## config.mk

```make
export PLATFORM = sky130hd
export DESIGN_NAME = digit_serial_adder
export DESIGN_NICKNAME = d
export VERILOG_FILES = /design/src/rtl/digit_serial_adder.sv
export SDC_FILE = /design/constraint.sdc
export NUM_CORES = 1
export LEC_CHECK = 0
export ABC_AREA = 1
export BUFFER_PORTS_ARGS = -buffer_cell sky130_fd_sc_hd__buf_2
export CAP_MARGIN = 30
export CORE_ASPECT_RATIO = 0.7
export CORE_MARGIN = 2
export CORE_UTILIZATION = 56
export CTS_BUF_LIST = sky130_fd_sc_hd__clkbuf_8
export DETAILED_ROUTE_END_ITERATION = 8
export GPL_ROUTABILITY_DRIVEN = 1
export PLACE_DENSITY = 0.91
export SYNTH_ARGS = -nofsm -noshare
export SYNTH_HDL_FRONTEND = slang
export SYNTH_SLANG_ARGS = --single-unit
```

## constraint.sdc

```tcl
create_clock -name clk -period 3.2 [get_ports clk]
set_input_delay 0.16 -clock clk [delete_from_list [all_inputs] [get_ports clk]]
set_output_delay 0.16 -clock clk [all_outputs]
set_load 0.05 [all_outputs]
```

## src/rtl/digit_serial_adder.sv

```systemverilog
// Digit-serial add/subtract unit.
// A WIDTH-bit operation runs through one DIGIT-bit ripple slice over NDIG
// cycles. A carry register links consecutive digits. Operands are taken and the
// result is returned with valid/ready handshakes. Subtraction is done as
// a + ~b + ~cin, and the unit also reports two's-complement overflow.
module digit_serial_adder #(
  parameter int WIDTH = 16,
  parameter int DIGIT = 4
) (
  input  logic             clk,
  input  logic             rst,
  input  logic             in_valid,
  output logic             in_ready,
  input  logic [WIDTH-1:0] a,
  input  logic [WIDTH-1:0] b,
  input  logic             cin,
  input  logic             sub,
  output logic             out_valid,
  input  logic             out_ready,
  output logic [WIDTH-1:0] s,
  output logic             cout,
  output logic             ovf
);

  localparam int NDIG = WIDTH / DIGIT;
  localparam int CW   = (NDIG > 1) ? $clog2(NDIG) : 1;

  localparam logic [1:0] S_IDLE = 2'd0;
  localparam logic [1:0] S_RUN  = 2'd1;
  localparam logic [1:0] S_DONE = 2'd2;

  localparam logic [CW-1:0] CNT_LAST = CW'(NDIG - 1);

  logic [1:0]       state_q, state_d;
  logic [CW-1:0]    cnt_q, cnt_d;
  logic [WIDTH-1:0] a_q, a_d;
  logic [WIDTH-1:0] b_q, b_d;       // already inverted for subtract
  logic             carry_q, carry_d;
  logic [WIDTH-1:0] s_q, s_d;
  logic             cout_q, cout_d;
  logic             ovf_q, ovf_d;

  logic [DIGIT-1:0] a_dig, b_dig;
  logic [DIGIT:0]   dig_sum;
  int               base;

  // Digit slice: add the selected digits of both operands and the carry.
  always_comb begin
    base    = int'(cnt_q) * DIGIT;
    a_dig   = a_q[base +: DIGIT];
    b_dig   = b_q[base +: DIGIT];
    dig_sum = {1'b0, a_dig} + {1'b0, b_dig} + {{DIGIT{1'b0}}, carry_q};
  end

  // Next-state logic: control FSM, operand capture and digit write-back.
  // NOTE: every _d signal starts from its _q value, so no path through the
  // case statement can leave a signal unassigned. That rules out an inferred latch.
  always_comb begin
    state_d = state_q;
    cnt_d   = cnt_q;
    a_d     = a_q;
    b_d     = b_q;
    carry_d = carry_q;
    s_d     = s_q;
    cout_d  = cout_q;
    ovf_d   = ovf_q;
    case (state_q)
      S_IDLE: begin
        if (in_valid) begin
          a_d     = a;
          b_d     = sub ? ~b : b;
          carry_d = cin ^ sub;      // subtract seeds the chain with ~cin
          cnt_d   = '0;
          state_d = S_RUN;
        end
      end
      S_RUN: begin
        s_d[base +: DIGIT] = dig_sum[DIGIT-1:0];
        carry_d            = dig_sum[DIGIT];
        if (cnt_q == CNT_LAST) begin
          cnt_d   = '0;
          cout_d  = dig_sum[DIGIT];
          // Carry into the MSB is a ^ b ^ sum at that bit.
          ovf_d   = a_q[WIDTH-1] ^ b_q[WIDTH-1] ^ dig_sum[DIGIT-1] ^ dig_sum[DIGIT];
          state_d = S_DONE;
        end else begin
          cnt_d = cnt_q + 1'b1;
        end
      end
      S_DONE: begin
        if (out_ready) state_d = S_IDLE;
      end
      default: state_d = S_IDLE;
    endcase
  end

  // Control and result registers, synchronously reset.
  // NOTE: sequential state uses non-blocking assignments only, so every flop
  // samples the pre-edge value of every other flop.
  always_ff @(posedge clk) begin
    if (rst) begin
      state_q <= S_IDLE;
      cnt_q   <= '0;
      carry_q <= 1'b0;
      s_q     <= '0;
      cout_q  <= 1'b0;
      ovf_q   <= 1'b0;
    end else begin
      state_q <= state_d;
      cnt_q   <= cnt_d;
      carry_q <= carry_d;
      s_q     <= s_d;
      cout_q  <= cout_d;
      ovf_q   <= ovf_d;
    end
  end

  // Operand registers: plain datapath.
  // NOTE: these are left out of reset on purpose. They are only read in RUN,
  // and every path into RUN loads them first.
  always_ff @(posedge clk) begin
    a_q <= a_d;
    b_q <= b_d;
  end

  assign in_ready  = (state_q == S_IDLE) && !rst;
  assign out_valid = (state_q == S_DONE);
  assign s         = s_q;
  assign cout      = cout_q;
  assign ovf       = ovf_q;

endmodule

```

==> results_dict.tcl <==
set metrics [dict create \
    syn_area_per_cell_sq_um 9.799 \
    most_frequent_cells_in_the_layout "sky130_fd_sc_hd__buf_2, sky130_fd_sc_hd__nand2_1, sky130_fd_sc_hd__edfxtp_1" \
    cp_common_cell "sky130_fd_sc_hd__nand2_1" \
    max_stage_delay_ns 0.61 \
    largest_net_degree_at_the_start_of_global_routing 36 \
    dieHeight_um 60.54 \
    tritoncts_clock_tree "yes" \
    clkPwrFrac_pct 24.1 \
    core-area_sq_um 4354 \
    fin_setup_tns_ns 0 \
    drive_above_1_share_pct 23.44 \
    unrepaired_setup_endpoints_after_global_routing "false" \
    critical-path-slowest-cell "sky130_fd_sc_hd__dfxtp_1" \
    critical_path_class "flop to flop" \
    report.final.hold_viol_count 0 \
    p_seq_share_pct 54.6 \
    drtAntennaViolNets 0 \
    slew_headroom_pct 68.74 \
    netSwitchingPower_mw 0.4411 \
    yosys_warnings 0 \
    gr-usage-all-layers_pct 21.02 \
    n_antenna_cell 0 \
    cts-hold-fix-buffers 0 \
    vias_after_detailed_routing 1984 \
    finish.net_count 368 \
    cts.sink_count 55 \
    port-buffer-count 57 \
    final_report_setup_violation_count 0 \
    worst_ep_arrival_time_ns 3.06 \
    starting_utilization_of_the_core_area_pct 58.74 \
    max-vdd-ir-drop_uv 387.8 \
    worst_slew_pin_slew_ns 0.4689 \
    grt_first_pass_wirelength_um 8418 \
    grt_pass1_vias 1882 \
    drv_slew 0 \
    period_share_pct 88.44 \
    io_pins 58 \
    final_critical_path_required_period_ns 2.830 \
    cts.clk_slew.worst_paths_ns 0.09 \
    timing.reg2reg.setup_slack_ns 0.37 \
    postLayoutCoreUtil_pct 68.51 \
    synth.ff_latch_count 55 \
    mostFrequentLayoutCell "sky130_fd_sc_hd__buf_2" \
    drc 0 \
    initialDrtViolationCount 180 \
    max-cap-violations 0 \
    pwr-share-comb_pct 21.3 \
    die_w_um 84.77 \
    switching_share_pct 29.47 \
    critical_path.startpoint_type "flop" \
    clock_tree.htree_level_count 2 \
    place_hpwl_um 3529 \
    grt_antenna_before_repair 0 \
    syn-num-nets 310 \
    num_rows 20 \
    worstHoldPathType "primary input to flop" \
    internal_power_mw 1.056 \
    finClkSkew_ns 0.009123 \
    worst_ep_required_time_ns 3.43 \
    cts.repair_timing.setup_buffer_count 0 \
    clock_tree.root_cell "sky130_fd_sc_hd__clkbuf_8" \
    overall_overflow_remaining_after_global_route 0 \
    leakage_nw 1.274 \
    cts-root-to-sink-buffers 2 \
    worstPathCellList "inv_1 > o21ai_0 > o22ai_1 > fa_1 > fa_1 > nand3_1 > nand2_1 > nand2_1 > nand2_1 > nand2_1 > nand3_1 > a21oi_1" \
    clock_insertion_delay_at_the_later_pin_of_the_skew_report_ns 0.30 \
    num_cts_buffers 5 \
    overall_die_area_sq_um 5132 \
    outcome "completed" \
    fillers 336 \
    end_kind "flop" \
    fmax_ghz 0.3533 \
    drt-vias-per-instance 5.291 \
    postSynthCellCount 261 \
    crit_fanout 13 \
    place_congestion 0.8720 \
    ctsResizeCount 0 \
    powerDensity_nw_per_um2 501.9 \
    synth-seq-area-share_pct 55.58 \
    drt_pass1_iterations 5 \
    area_growth_syn_to_layout_pct 16.63 \
    totalPowerFinal_mw 1.497 \
    average_routed_wire_per_standard_cell_um 13.31 \
    post_synth_num_cell_types 24 \
    synth.cell_area_sq_um 2557 \
    postRouteWirelength_um 4992 \
]
==> cell usage after synthesis <==
cell,n,share of area (%)
sky130_fd_sc_hd__a31oi_1,2,0.49
sky130_fd_sc_hd__o21a_1,1,0.29
sky130_fd_sc_hd__a21oi_1,17,3.3
sky130_fd_sc_hd__nand3_1,13,2.5
sky130_fd_sc_hd__edfxtp_1,32,38
sky130_fd_sc_hd__nor2_1,31,4.5
sky130_fd_sc_hd__nand2_1,51,7.5
sky130_fd_sc_hd__nor3_1,1,0.20
sky130_fd_sc_hd__clkbuf_1,5,0.73
sky130_fd_sc_hd__o22ai_1,8,2.0
sky130_fd_sc_hd__inv_1,14,2.1
sky130_fd_sc_hd__xor2_1,18,6.2
sky130_fd_sc_hd__nand2_2,1,0.24
sky130_fd_sc_hd__dfxtp_1,23,18
sky130_fd_sc_hd__buf_2,4,0.78
sky130_fd_sc_hd__nand2_4,1,0.44
sky130_fd_sc_hd__nor2_8,1,0.78
sky130_fd_sc_hd__fa_1,2,1.6
sky130_fd_sc_hd__o21ai_0,18,3.5
sky130_fd_sc_hd__nor4_4,1,0.83
sky130_fd_sc_hd__inv_2,1,0.15
sky130_fd_sc_hd__ha_1,9,4.4
sky130_fd_sc_hd__nor2_2,3,0.73
sky130_fd_sc_hd__a22oi_1,4,1.2
==> logic make-up (layout without fill, tap and decap cells) <==
| group | count (synthesis) | in the layout | share of synthesized area, % |
|---|---|---|---|
| compound gates | 50 | 50 | 10.76 |
| xor+xnor | 18 | 18 | 6.164 |
| fa+ha+maj | 11 | 11 | 5.969 |
| simple gates | 103 | 103 | 17.81 |
| flops | 55 | 55 | 55.58 |
| buf+inv | 24 | 83 | 3.718 |
==> power groups by stage <==
stage	sequential, mW	clock [mW]	combinational (mW)
2_1_floorplan	0.843	0	0.211
4_1_cts	0.816	0.371	0.315
3_5_place_dp	0.832	0	0.308
6_report	0.817	0.361	0.319
3_3_place_gp	0.831	0	0.299
5_1_grt	0.821	0.405	0.352
==> per-stage QoR <==
| step | std cells | worst slack, ns | cell area (sq um) | hold slack (ns) |
|---|---|---|---|---|
| after detailed placement | 367 | 0.4857 | 2898 | 0.3381 |
| after CTS | 375 | 0.4099 | 2983 | 0.02248 |
| after floorplan | 261 | 0.7385 | 2557 | 0.2294 |
| after global routing | 375 | 0.1911 | 2983 | 0.01718 |
| final | 375 | 0.3699 | 2983 | 0.02721 |
| after global placement | 367 | 0.6234 | 2898 | 0.3369 |
==> routing by layer <==
layer,global-route usage (%),vias to the layer above,wire [um]
met5,0,-,0
met3,5.170,9,449
met4,6.122,0,70
li1,-,994,-
met1,28.84,889,2250
met2,34.20,92,2222
==> cell type report <==
| type | count | area, sq um | area share (%) |
|---|---|---|---|
| sequential | 55 | 1421 | 47.65 |
| multi-input combinational | 182 | 1044 | 34.98 |
| timing repair buffer | 60 | 307.8 | 10.32 |
| clock buffer | 5 | 68.82 | 2.307 |
| tap | 55 | 68.82 | 2.307 |
| inverter | 15 | 56.30 | 1.888 |
| clock inverter | 3 | 16.27 | 0.5453 |
==> sequential cells by signal, indices dropped and copies added, names as in the netlist <==
signal,flops
cout,1
carry_q,1
state_q,2
s,16
ovf,1
a_q,16
b_q,16
cnt_q,2
==> worst max-delay path: cells and delay by family, from the launching register on <==
kind / cells / cell delay, ns
compound gates: 3 / 0.42
fa+ha+maj: 2 / 0.84
buf+inv: 1 / 0.30
flops: 1 / 0.61
simple gates: 6 / 0.58
==> final timing paths <==
check | cells past startpoint | from | to
worst max-delay path | 12 | cnt_q[1] | ovf
worst min register to register | 2 | s[12] | s[12]
worst min-delay path | 1 | a[15] | a_q[15]
worst max register to register | 12 | cnt_q[1] | ovf
Power figures use the tool's default switching activity.
